`src/rtl/echo_ranger_pkg.sv`:
```
// Shared definitions for the multi-channel echo ranger: FSM states,
// a width helper and the saturation constant.
package echo_ranger_pkg;

  typedef enum logic [2:0] {
    ST_IDLE,
    ST_SELECT,
    ST_TRIG,
    ST_WAIT_RISE,
    ST_MEASURE,
    ST_REPORT,
    ST_GAP
  } state_t;

  // Counter and data values use the low bits of this pattern.
  localparam logic [31:0] SAT_ALL = '1;

  // $clog2 with a floor of one bit, so one- and two-entry indices still have a wire.
  function automatic int min1_clog2(input int n);
    return (n <= 2) ? 1 : $clog2(n);
  endfunction

endpackage

```
`src/rtl/echo_tick_gen.sv`:
```
// Measurement tick divider: one-cycle tick every TICK_DIV clocks,
// restarted from zero whenever the controller changes state.
module echo_tick_gen
  import echo_ranger_pkg::*;
#(
  parameter int TICK_DIV = 20
) (
  input  logic i_clk,
  input  logic i_rst_n,
  input  logic i_restart,
  output logic o_tick
);

  localparam int DW = min1_clog2(TICK_DIV);
  localparam logic [DW-1:0] LAST = DW'(TICK_DIV - 1);

  logic [DW-1:0] r_div;

  assign o_tick = (r_div == LAST);

  always_ff @(posedge i_clk or negedge i_rst_n) begin
    if (!i_rst_n) begin
      r_div <= '0;
    end else if (i_restart || o_tick) begin
      r_div <= '0;
    end else begin
      r_div <= r_div + 1'b1;
    end
  end

endmodule

```
`src/rtl/echo_ranger_mc.sv`:
```
// Round-robin ultrasonic ranging engine: triggers each enabled sensor in turn,
// times its echo in ticks and hands each result out on a valid/ready stream.
module echo_ranger_mc
  import echo_ranger_pkg::*;
#(
  parameter int NUM_CH        = 4,
  parameter int CNT_W         = 16,
  parameter int TICK_DIV      = 20,
  parameter int TRIG_TICKS    = 10,
  parameter int TIMEOUT_TICKS = 30000,
  parameter int GAP_TICKS     = 60000
) (
  input  logic                            i_clk,
  input  logic                            i_rst_n,
  input  logic                            i_enable,
  input  logic [NUM_CH-1:0]               i_ch_mask,
  input  logic [NUM_CH-1:0]               i_echo,
  output logic [NUM_CH-1:0]               o_trig,
  output logic [CNT_W-1:0]                o_dist_data,
  output logic [min1_clog2(NUM_CH)-1:0]   o_dist_ch,
  output logic                            o_dist_to,
  output logic                            o_dist_valid,
  input  logic                            i_dist_ready,
  output logic                            o_busy
);

  localparam int CH_W = min1_clog2(NUM_CH);
  localparam logic [CNT_W-1:0] SAT          = CNT_W'(SAT_ALL);
  localparam logic [CNT_W-1:0] TRIG_LAST    = CNT_W'(TRIG_TICKS - 1);
  localparam logic [CNT_W-1:0] TIMEOUT_LAST = CNT_W'(TIMEOUT_TICKS - 1);
  localparam logic [CNT_W-1:0] GAP_LAST     = CNT_W'(GAP_TICKS - 1);

  state_t              r_state;
  state_t              w_state_next;
  logic [CNT_W-1:0]    r_cnt;
  logic [CNT_W-1:0]    r_data;
  logic                r_to;
  logic [CH_W-1:0]     r_ch;
  logic [CH_W-1:0]     r_ptr;
  logic [CH_W-1:0]     w_sel_ch;
  logic [CH_W-1:0]     w_idx;
  logic                w_found;
  logic                w_tick;
  logic                w_restart;
  logic [NUM_CH-1:0]   r_echo_meta;
  logic [NUM_CH-1:0]   r_echo_sync;
  logic [NUM_CH-1:0]   r_echo_prev;
  logic [NUM_CH-1:0]   w_rise_vec;
  logic [NUM_CH-1:0]   w_fall_vec;
  logic                w_rise;
  logic                w_fall;

  // Any state change restarts both the divider and the tick counter.
  assign w_restart = (w_state_next != r_state);

  echo_tick_gen #(
    .TICK_DIV (TICK_DIV)
  ) u_tick (
    .i_clk     (i_clk),
    .i_rst_n   (i_rst_n),
    .i_restart (w_restart),
    .o_tick    (w_tick)
  );

  always_ff @(posedge i_clk or negedge i_rst_n) begin
    if (!i_rst_n) begin
      r_echo_meta <= '0;
      r_echo_sync <= '0;
      r_echo_prev <= '0;
    end else begin
      r_echo_meta <= i_echo;
      r_echo_sync <= r_echo_meta;
      r_echo_prev <= r_echo_sync;
    end
  end

  assign w_rise_vec = r_echo_sync & ~r_echo_prev;
  assign w_fall_vec = ~r_echo_sync & r_echo_prev;
  assign w_rise     = w_rise_vec[r_ch];
  assign w_fall     = w_fall_vec[r_ch];

  // First enabled channel at or after the pointer, wrapping around.
  always_comb begin
    w_found  = 1'b0;
    w_sel_ch = r_ptr;
    w_idx    = '0;
    for (int k = 0; k < NUM_CH; k++) begin
      w_idx = CH_W'((int'(r_ptr) + k) % NUM_CH);
      if (!w_found && i_ch_mask[w_idx]) begin
        w_found  = 1'b1;
        w_sel_ch = w_idx;
      end
    end
  end

  always_comb begin
    w_state_next = r_state;
    case (r_state)
      ST_IDLE: begin
        if (i_enable && (i_ch_mask != '0)) w_state_next = ST_SELECT;
      end
      ST_SELECT: begin
        w_state_next = w_found ? ST_TRIG : ST_IDLE;
      end
      ST_TRIG: begin
        if (w_tick && (r_cnt == TRIG_LAST)) w_state_next = ST_WAIT_RISE;
      end
      ST_WAIT_RISE: begin
        if (w_rise)                                   w_state_next = ST_MEASURE;
        else if (w_tick && (r_cnt == TIMEOUT_LAST))   w_state_next = ST_REPORT;
      end
      ST_MEASURE: begin
        if (w_fall || (w_tick && (r_cnt == TIMEOUT_LAST))) w_state_next = ST_REPORT;
      end
      ST_REPORT: begin
        if (i_dist_ready) w_state_next = ST_GAP;
      end
      ST_GAP: begin
        if (w_tick && (r_cnt == GAP_LAST)) w_state_next = i_enable ? ST_SELECT : ST_IDLE;
      end
      default: w_state_next = ST_IDLE;
    endcase
  end

  always_ff @(posedge i_clk or negedge i_rst_n) begin
    if (!i_rst_n) begin
      r_state <= ST_IDLE;
      r_cnt   <= '0;
      r_ch    <= '0;
      r_ptr   <= '0;
      r_data  <= '0;
      r_to    <= 1'b0;
    end else begin
      r_state <= w_state_next;

      if (w_restart) begin
        r_cnt <= '0;
      end else if (w_tick && (r_cnt != SAT)) begin
        r_cnt <= r_cnt + 1'b1;
      end

      if ((r_state == ST_SELECT) && w_found) begin
        r_ch <= w_sel_ch;
      end

      if ((r_state == ST_GAP) && w_restart) begin
        r_ptr <= (r_ch == CH_W'(NUM_CH - 1)) ? '0 : r_ch + 1'b1;
      end

      // Result is frozen on REPORT entry and held until the next one.
      if ((w_state_next == ST_REPORT) && (r_state != ST_REPORT)) begin
        if ((r_state == ST_MEASURE) && w_fall) begin
          r_data <= r_cnt;
          r_to   <= 1'b0;
        end else begin
          r_data <= SAT;
          r_to   <= 1'b1;
        end
      end
    end
  end

  for (genvar gi = 0; gi < NUM_CH; gi++) begin : g_trig
    assign o_trig[gi] = (r_state == ST_TRIG) && (r_ch == CH_W'(gi));
  end

  assign o_dist_valid = (r_state == ST_REPORT);
  assign o_dist_data  = r_data;
  assign o_dist_ch    = r_ch;
  assign o_dist_to    = r_to;
  assign o_busy       = (r_state != ST_IDLE);

endmodule

```
`config.mk`:
```
export PLATFORM = sky130hd
export DESIGN_NAME = echo_ranger_mc
export DESIGN_NICKNAME = d
export VERILOG_FILES = /design/src/rtl/echo_ranger_pkg.sv /design/src/rtl/echo_tick_gen.sv /design/src/rtl/echo_ranger_mc.sv
export SDC_FILE = /design/constraint.sdc
export NUM_CORES = 1
export LEC_CHECK = 0
export CORE_MARGIN = 10
export CORE_UTILIZATION = 52
export CTS_BUF_LIST = sky130_fd_sc_hd__clkbuf_4
export CTS_CLUSTER_SIZE = 14
export DETAILED_ROUTE_END_ITERATION = 6
export PLACE_DENSITY = 0.79
export SYNTH_ARGS = -nofsm -noshare
export SYNTH_HDL_FRONTEND = slang
export SYNTH_HIERARCHICAL = 1
export SYNTH_SLANG_ARGS = --single-unit
```
`constraint.sdc`:
```
create_clock -name i_clk -period 2.65 [get_ports i_clk]
set_input_delay 0.53 -clock i_clk [delete_from_list [all_inputs] [get_ports i_clk]]
set_output_delay 0.53 -clock i_clk [all_outputs]
set_load 0.02 [all_outputs]
```
==> flow_metrics.env <==
export IMPL_routed_wl_um=7176
export IMPL_synth_edf_count=0
export IMPL_gr_usage_all_layers_pct=16.99
export IMPL_critical_path_top_delay_family="simple AND/OR/NAND/NOR gates"
export IMPL_worstSetupEndpointType="flop"
export IMPL_grt_first_pass_wirelength_um=12170
export IMPL_critPathLaunchType="flop"
export IMPL_worst_path_buf_inv=3
export IMPL_cp_slowest_stage_delay_ns=0.51
export IMPL_die_h_um=94.56
export IMPL_die_area_mm2=0.008941
export IMPL_multi_input_area_mm2=0.001463
export IMPL_fin_crit_sh_pct=99.09
export IMPL_seqCellArea_mm2=0.001426
export IMPL_numClockSinks=57
export IMPL_htree_levels=3
export IMPL_finalCriticalPeriod_ns=2.626
export IMPL_seq_area_frac_synth_pct=49.35
export IMPL_io_buffers=36
export IMPL_pre_cts_ws_ns=-0.2389
export IMPL_power_density_mw_per_mm2=1031
export IMPL_cp_arrival_ns=2.96
export IMPL_synthCells=272
export IMPL_cap_violations=0
export IMPL_vias=2446
export IMPL_synthDistinctLibCells=53
export IMPL_synth_ff_type="dfrtp_1"
export IMPL_async_flop_share_pct=100.0
export IMPL_min_path_type="in2async"
export IMPL_area_growth_syn_to_layout_pct=33.81
export IMPL_final_antenna_net_count=0
export IMPL_status="finished clean"
export IMPL_r2r_start="u_tick/r_div[0]"
export IMPL_grt_pass1_vias=2492
export IMPL_clockBufferDepth=2
export IMPL_fmax_ghz=0.3808
export IMPL_grt_max_degree=30
export IMPL_finClkSkew_ns=0.01394
export IMPL_vdd_drop_max_mv=0.6198
export IMPL_firstDrtPassIters=4
export IMPL_finalHoldViolCount=0
export IMPL_setup_ws_ns=0.02423
export IMPL_fillCellCount=398
export IMPL_dieWidth_um=94.56
export IMPL_tightestPinTransition_ns=0.7739
export IMPL_leakage_nw=1.653
export IMPL_ys_warn_count=6
export IMPL_vias_per_cell=5.908
export IMPL_place_hpwl_um=4753
export IMPL_insertion_delay_ns=0.40
export IMPL_power_mw=3.988
export IMPL_startpoint="u_tick/r_div[0]"
export IMPL_fin_nets=356
export IMPL_syn_nets=291
export IMPL_rsz0062_at_grt="true"
export IMPL_rows=27
export IMPL_start_util_pct=53.14
export IMPL_core_mm2=0.005439
export IMPL_drt_initial_drc_count=243
export IMPL_syn_cell_area_mm2=0.002890
export IMPL_cts_buffers=9
export IMPL_layout_drive_gt1_share_pct=21.05
export IMPL_wire_per_inst_um=17.33
export IMPL_antenna_found_initial=0
export IMPL_pin_count=37
export IMPL_cts_root_buf="clkbuf_4"
export IMPL_setup_viol=0
export IMPL_synth_seq_cells=57
export IMPL_required_ns=2.98
export IMPL_slew_viol_final=0
export IMPL_cts_tree="built"
export IMPL_crit_type="reg2reg"
export IMPL_routabilityCongestion=0.9233
export IMPL_drc=0
export IMPL_overflow=0
export IMPL_clkTransAtPathRegs_ns=0.10
export IMPL_final_util_pct=71.11
export IMPL_diodes=0
export IMPL_avgSynthCellArea_um2=10.63
export IMPL_cp_cell_sequence="ha_4 > inv_2 > nor4b_4 > or4b_4 > nor4_4 > a41o_1 > nand4bb_4 > buf_4 > a21boi_4 > buf_12 > o22a_1"
export IMPL_cp_max_fo=11
export IMPL_worst_hold_slack_ns=0.1427
export IMPL_relSlewSlack_pct=47.93
export IMPL_slowest_stage="or4b_4"
## cells in the mapped netlist (2+ instances only)
cell	n	area share [%]
nor3b_1	4	1.0
nand3b_1	2	0.52
o22a_1	16	4.8
inv_1	14	1.8
o22ai_1	2	0.43
and4_1	2	0.61
and3_1	5	1.1
a21oi_1	5	0.87
or2_2	3	0.65
a211o_1	4	1.2
nor4_1	10	2.2
nor2_1	11	1.4
or3_1	2	0.43
nor4b_1	2	0.61
ha_1	7	3.0
nor3_1	19	3.3
o211ai_1	5	1.3
dfrtp_1	57	49
nand4b_1	2	0.61
mux4_2	2	1.6
a31oi_1	2	0.43
nand2b_1	5	1.1
and2_1	5	1.1
nand4_1	4	0.87
clkbuf_1	6	0.78
xor2_1	4	1.2
nand2_1	13	1.7
nor2b_1	6	1.3
buf_6	4	1.6
xnor2_1	11	3.3
nand3_1	9	1.6
buf_1	3	0.39
o21ai_0	6	1.0
## cell type report
class / count / share of cell area (%)
multi-input combinational: 186 / 37.82
clock inverter: 7 / 3.429
timing repair buffer: 68 / 16.34
sequential: 57 / 36.88
inverter: 15 / 1.456
tap: 72 / 2.329
clock buffer: 9 / 1.747
## per-layer routing
| layer | global-route usage, % | wire (um) | part of all wire [%] |
|---|---|---|---|
| met5 | 0 | 0 | 0 |
| met3 | 5.551 | 413 | 5.8 |
| met2 | 27.35 | 3572 | 50 |
| met1 | 20.98 | 3033 | 42 |
| met4 | 5.985 | 157 | 2.2 |
## report_power, final
group	total [mW]	leakage (nW)	switching [mW]	internal, mW
logic	1.82	0.834	0.911	0.911
registers	1.28	0.713	0.192	1.09
clock network	0.887	0.105	0.322	0.565
## timing repair
item,4_1_cts,5_1_grt
pin swaps,3,6
hold buffers,0,0
buffers inserted,6,2
resized for setup,13,8
endpoints found under the setup margin,41,44
## registers in the layout (all words and copies together), names as in the netlist
register,flops
o_dist_data,16
r_echo_meta,4
r_cnt,16
r_echo_sync,4
r_ptr,2
r_echo_prev,4
o_dist_to,1
o_dist_ch,2
u_tick/r_div,5
r_state,3
## through the flow
step | setup TNS, ns | instances | instance area (um2)
after floorplan | -0.1126 | 272 | 2913
after global placement | -3.329 | 390 | 3467
after detailed placement | -5.914 | 390 | 3467
after CTS | -0.03386 | 412 | 3799
after global routing | -1.481 | 414 | 3867
final | 0 | 414 | 3867
## worst register-to-register path, stage by stage, from the launching register on
cell	delay [ns]
dfrtp_1	0.41
ha_4	0.15
inv_2	0.04
nor4b_4	0.24
or4b_4	0.51
nor4_4	0.21
a41o_1	0.22
nand4bb_4	0.14
buf_4	0.13
a21boi_4	0.22
buf_12	0.15
o22a_1	0.14
## layout by cell type, fill, tap and decap left out, types with 3 or more instances in the layout
cell type,netlist,final
dfrtp_1,57,57
clkdlybuf4s50_1,0,35
buf_4,0,27
o22a_1,16,16
nor3_1,19,14
inv_1,14,13
nand2_1,13,13
nor2_1,11,11
xnor2_1,11,11
nand3_1,9,9
clkbuf_4,0,9
nor4_1,10,8
nor2b_1,6,6
o21ai_0,6,6
ha_1,7,6
nand2b_1,5,5
a21oi_1,5,5
and2_1,5,5
and3_1,5,5
o211ai_1,5,5
nor3_2,0,4
nand4_1,4,4
a211o_1,4,4
xor2_1,4,4
bufinv_16,0,4
nor4_4,0,3
nor3b_1,4,3
buf_6,4,3
## cells by family after synthesis
group | count (synthesis) | share of synthesized area (%)
AO/OA/AOI/OAI | 51 | 13.77
XOR/XNOR | 16 | 5.108
adder cells (fa/ha/maj) | 7 | 3.030
buffers and inverters | 29 | 4.848
flip-flops | 57 | 49.35
multiplexers | 3 | 1.905
AND/OR/NAND/NOR | 109 | 21.99
## final timing paths
path | endpoint | slack (ns) | depth (start not counted)
hold / removal | o_dist_data[6] | 0.14 | 1
setup / recovery | o_dist_data[2] | 0.02 | 11
min in group i_clk | r_echo_sync[1] | 0.36 | 0
max in group asynchronous | r_cnt[14] | 1.92 | 2
setup reg to reg | o_dist_data[2] | 0.02 | 11
hold reg to reg | r_echo_sync[1] | 0.36 | 0
(Power assumes the default switching activity.)
==> RTL change 1, RTL diff (same flow settings) <==
Re-encode `state_t` (7 states) as one-hot, 7 bits wide.
--- a/src/rtl/echo_ranger_pkg.sv
+++ b/src/rtl/echo_ranger_pkg.sv
@@ -4,10 +4,10 @@
 
-  typedef enum logic [2:0] {
-    ST_IDLE,
-    ST_SELECT,
-    ST_TRIG,
-    ST_WAIT_RISE,
-    ST_MEASURE,
-    ST_REPORT,
-    ST_GAP
+  typedef enum logic [6:0] {
+    ST_IDLE      = 7'b0000001,
+    ST_SELECT    = 7'b0000010,
+    ST_TRIG      = 7'b0000100,
+    ST_WAIT_RISE = 7'b0001000,
+    ST_MEASURE   = 7'b0010000,
+    ST_REPORT    = 7'b0100000,
+    ST_GAP       = 7'b1000000
   } state_t;
Formal check against the unedited RTL: same outputs for any inputs over 10 cycles, from zero or initial values and one cycle with i_rst_n low; not proved beyond that.
==> RTL change 1 against the unedited design <==
- largest cell class is now registers
- sequential cell count rose by 4
- routed wire length up 1.8%
- worst setup slack improved by 0.10 ns
- worst hold slack worse by 0.027 ns
- register-to-register slack gained 0.15 ns
- synthesized area increased by 7.2%
- count of clock-buffer cells in the layout unchanged
- clock skew rose by 0.0029 ns
- critical path type is now flop to output pin
- utilization is 7.3 points lower
- final area shrank 3.5%
Power is not compared: it rests on default switching activity, and its combinational part moved more than twofold at a synthesized area within 25%.
==> RTL change 1: results (changes against the unedited design) <==
* Initial antenna violation count at 0 (unchanged)
* Clock buffer count from CTS at 9 (unchanged)
* Sequential share of the synthesized area at 49.3% (-0.057 points)
* Top cells by area, synth: dfrtp_1 (48%), o22a_1 (4.0%), a21oi_1 (3.2%)
* Area post-placement at 3580 um2 (+3.2%)
* Iteration-0 DRC count of the detailed router at 143 (-41%)
* Syn nets at 308 (+5.8%)
* Slowest Stage Delay on Critical Path at 0.57 ns (+0.06 ns)
* Syn Area/Cell at 10.7 um2 (+0.92%)
* RD Place Congestion at 0.900 (-2.5%)
* Pre-antenna DRT Iters at 4 (unchanged)
* CTS-repair resized insts at 8 (-5)
* Clock skew at 0.0169 ns (+0.00293 ns)
* Yosys cell types at 60 (+13%)
* Vias in the first global route at 2385 (-4.3%)
* Inserted Diodes at 0 (unchanged)
* Slowest-stage cell, CP: clkdlybuf4s50_1
* Max Fanout on Critical Path at 5 (-6)
* Vias at 2472 (+1.1%)
* Port bufs at 36 (unchanged)
* Ys flop type: dfrtp_1
* Overall Global Routing Usage at 15.6% (-1.4 points)
* Synth top cells by count: dfrtp_1 (60), a21oi_1 (20), o22a_1 (14), inv_1 (13), nor2_1 (13)
* Syn. warnings at 6 (unchanged)
* Hold Crit Class: input pin to async pin
* Post-DP HPWL at 5.34 mm (+12%)
* Status: finished, final reports clean
* Finished Layout Cells at 414 (unchanged)
* Leakage at roughly 1.6 nW
* # nets final at 353 (-0.84%)
* CTS H-tree lvls at 3 (unchanged)
* Worst EP arrival at 1.99 ns (-0.97 ns)
* Clk_lat worst skew at 0.41 ns
* Clk root buf: clkbuf_4
* Layout cell share with drive strength beyond 1 at 15.0% (-6.0 points)
* Post-CTS Setup Inserts at 0 (-6)
* Largest net degree at the start of global routing at 37 (+23%)
* Clock buffer depth at 2 (unchanged)
* Worst vdd ir at approximately 0.00042 V
* Clk slew on worst S/H paths at 0.12 ns (+0.02 ns)
* Final hold violations at 0 (unchanged)
* Placed Cells at 398 (+2.1%)
* First-pass GRT wire length at 12.1 mm (-0.96%)
* Async S/R FF share, synth at 100% (unchanged)
* Slew margin rel. at 60.1% (+12 points)
* Final WL at 7.31 mm (+1.8%)
[RTL change 1: area by class of cell]
type / count / area (um2)
clock buffers: 9 / 67.6
clock inverters: 7 / 75.1
fillers: 468 / 2120
inverters: 14 / 52.6
multi-input cells: 199 / 1460
flip-flops and latches: 61 / 1530
well taps: 75 / 93.8
repair buffers: 49 / 459
[RTL change 1: worst paths after layout]
| check | start | endpoint | slack [ns] | cells after the start |
|---|---|---|---|---|
| worst max-delay path | r_state[2]$_DFF_PN0_ | o_busy | 0.13 | 3 |
| worst min-delay path | i_rst_n | r_state[5]$_DFF_PN0_ | 0.12 | 1 |
| worst max register to register | u_tick/r_div[0]$_DFF_PN0_ | u_tick/r_div[1]$_DFF_PN0_ | 0.17 | 8 |
| worst min register to register | r_echo_meta[0]$_DFF_PN0_ | r_echo_sync[0]$_DFF_PN0_ | 0.36 | 0 |
| max in group asynchronous | i_rst_n | r_cnt[5]$_DFFE_PN0P_ | 1.93 | 2 |
| min in group i_clk | r_echo_meta[0]$_DFF_PN0_ | r_echo_sync[0]$_DFF_PN0_ | 0.36 | 0 |
[RTL change 1: critical path: cells and delay by family (launching register included)]
family	cells	cell delay, ns
simple gates	2	0.54
buf+inv	1	0.57
flops	1	0.47
[RTL change 1: logic make-up (layout without fill, tap and decap cells)]
family	Yosys count	after routing	synth area share, %
AO/OA/AOI/OAI	73	73	17.0
XOR/XNOR	14	14	3.96
buffers and inverters	29	79	4.56
multiplexers	2	2	0.727
AND/OR/NAND/NOR	103	103	21.6
adder cells (fa/ha/maj)	7	7	2.83
flip-flops	61	61	49.3
[RTL change 1: per-layer routing]
| metal | global-route usage, % | vias to the layer above | part of all wire (%) |
|---|---|---|---|
| met5 | 0 | - | 0 |
| met4 | 5.90 | 0 | 2.0 |
| li1 | - | 1177 | - |
| met1 | 19.8 | 1211 | 44 |
| met2 | 23.8 | 73 | 48 |
| met3 | 5.26 | 11 | 6.4 |
[RTL change 1: report_power, final]
group | internal, mW | switching (mW) | leakage (nW) | total (mW)
clock network | 0.292 | 0.361 | 0.0802 | 0.653
registers | 0.988 | 0.0939 | 0.817 | 1.08
logic | 0.245 | 0.282 | 0.699 | 0.527
total | 1.53 | 0.737 | 1.60 | 2.26
[RTL change 1: stage by stage]
stage          total power, mW  setup TNS (ns)  setup WS [ns]  hold WS, ns
2_1_floorplan             1.41               0          0.140        0.234
3_3_place_gp              1.59               0         0.0610        0.332
3_5_place_dp              1.61         -0.0280        -0.0152        0.335
4_1_cts                   2.27               0         0.0934        0.123
5_1_grt                   2.39               0        0.00947        0.127
6_report                  2.26               0          0.128        0.116
==> RTL change 2, RTL diff (same settings) <==
Without the edit above. The parameter `NUM_CH` goes from 4 to 2.
--- a/src/rtl/echo_ranger_mc.sv
+++ b/src/rtl/echo_ranger_mc.sv
@@ -5,3 +5,3 @@
 #(
-  parameter int NUM_CH        = 4,
+  parameter int NUM_CH        = 2,
   parameter int CNT_W         = 16,
Ports: changed (resized i_ch_mask, i_echo, o_dist_ch and o_trig); port bits go from 37 to 30. The function was not compared with the original's and may differ.
==> RTL change 2 against the unedited design <==
- worst hold slack got worse by 0.0098 ns
- final cell count decreased by 18%
- final area decreased by 21%
- power decreased by 30%
- synthesized area decreased by 15%
- sequential cell count decreased by 8
- critical endpoint is now r_cnt[6]$_DFFE_PN0P_
- non-clock buffer count decreased by 21
- worst setup slack improved by 0.089 ns
- routed wire length decreased by 20%
- fmax increased by 3.5%
==> RTL change 2: results (changes against the unedited design) <==
* Status: finished, final reports clean
* Inverters at 7 (-8)
* Clk slew on worst S/H paths at 0.14 ns (+0.04 ns)
* Mux cell area share after synthesis at 0.405% (-1.5 points)
* Non-clock buffering overhead at 14.6% (-1.7 points)
* Fill cell count at 360 (-9.5%)
* Worst hold margin at 0.133 ns (-0.00980 ns)
* RR Startpoint: u_tick/r_div[1]$_DFF_PN0_
* Path depth of the worst reg2reg path at 10 (-1)
* Clk cell area share at 1.64% (-3.5 points)
* Synth Instances at 242 (-11%)
* Tmin final at 2.54 ns (-0.0894 ns)
* Area post-placement at 2910 um2 (-16%)
* Compound-cell area share of the yosys netlist at 17.1% (+3.3 points)
* Clk_lat worst skew at 0.37 ns (-0.03 ns)
* First-pass GRT wire length at 9.90 mm (-19%)
* Critical R2R Capture: r_cnt[0]$_DFFE_PN0P_
* Area occupied by registers at 1230 um2 (-14%)
* Slowest Stage Delay on Critical Path at 0.82 ns (+0.31 ns)
* Syn nets at 253 (-13%)
* Synth top cells by count: dfrtp_1 (49), nor2_1 (20), nand2_1 (19), o22a_1 (17), nand3_1 (11)
* Worst setup endpoint: r_cnt[6]$_DFFE_PN0P_
* Leakage at 1.24 nW (-25%)
* Largest net degree at the start of global routing at 26 (-13%)
* Pre-CTS setup slack at -0.0678 ns (+0.171 ns)
* Clock skew at 0.0146 ns (+0.000674 ns)
* Worst EP arrival at 2.83 ns (-0.13 ns)
* Total stage count of the critical path at 8 (-3)
* Post-DP HPWL at 3.99 mm (-16%)
* Comb_multi_in at 176 (-5.4%)
* Buffers, non-clock at 47 (-31%)
* Yosys cell types at 52 (-1.9%)
* Overall Global Routing Usage at 15.7% (-1.3 points)
* CTS H-tree lvls at 2 (-1)
* Port bufs at 29 (-19%)
* Iteration-0 DRC count of the detailed router at 134 (-45%)
* Sequential share of the synthesized area at 49.6% (+0.29 points)
* Clock buffers at 5 (-4)
* Worst Setup SP: i_ch_mask[1]
* Synth Area in Adders at 1.52% (-1.5 points)
* CTS-repair resized insts at 6 (-7)
* Vias at 2069 (-15%)
* Least-Margin Pin Slew at 1.01 ns (+0.234 ns)
* R2R setup slack at 0.13 ns (+0.11 ns)
* Post-synthesis xor/xnor area fraction at 3.90% (-1.2 points)
* Slowest-stage cell, CP: nor3_1
* Pre-antenna DRT Iters at 5 (+1)
* Finished Layout Cells at 341 (-18%)
* Post-CTS Setup Inserts at 1 (-5)
* Multi-input gate share of total cell area at 40.5% (+2.6 points)
* Worst vdd ir at 0.000497 V (-20%)
* Top cells by area, synth: dfrtp_1 (50%), o22a_1 (6.0%), nor2_1 (3.0%)
* Final WL at 5.74 mm (-20%)
* RD Place Congestion at 0.851 (-7.8%)
* Inserted Diodes at 0 (unchanged)
* # nets final at 297 (-17%)
* Layout cell share with drive strength beyond 1 at 19.5% (-1.5 points)
==> RTL change 2: cell types whose count changed in the layout (fill, tap and decap cells not counted), moves of 5 or more <==
cell             change
buf_4               -11
nor3_1              -11
nor2_1               +9
nor2_2               +9
dfrtp_1              -8
inv_1                -8
clkdlybuf4s50_1      -7
nand2_1              +6
xnor2_1              -6
nor4_1               -5
==> RTL change 2: routing by layer <==
metal / up-vias / GRT usage (%) / routed length [um]
met2: 76 / 26.1 / 2710
met4: 0 / 5.29 / 90
met1: 1012 / 19.0 / 2550
met5: - / 0 / 0
met3: 15 / 4.56 / 381
li1: 966 / - / -
==> RTL change 2: power breakdown <==
group          leakage, nW  total, mW  internal (mW)  switching [mW]
clock network       0.0300      0.327         0.0965           0.231
logic                0.572       1.37          0.642           0.725
registers            0.636       1.09          0.926           0.160
total                 1.24       2.78           1.67            1.12
==> RTL change 2: cells by family after synthesis <==
family | count (synthesis)
simple gates | 105
mux | 1
xor+xnor | 11
buf+inv | 19
flops | 49
fa+ha+maj | 3
compound gates | 54
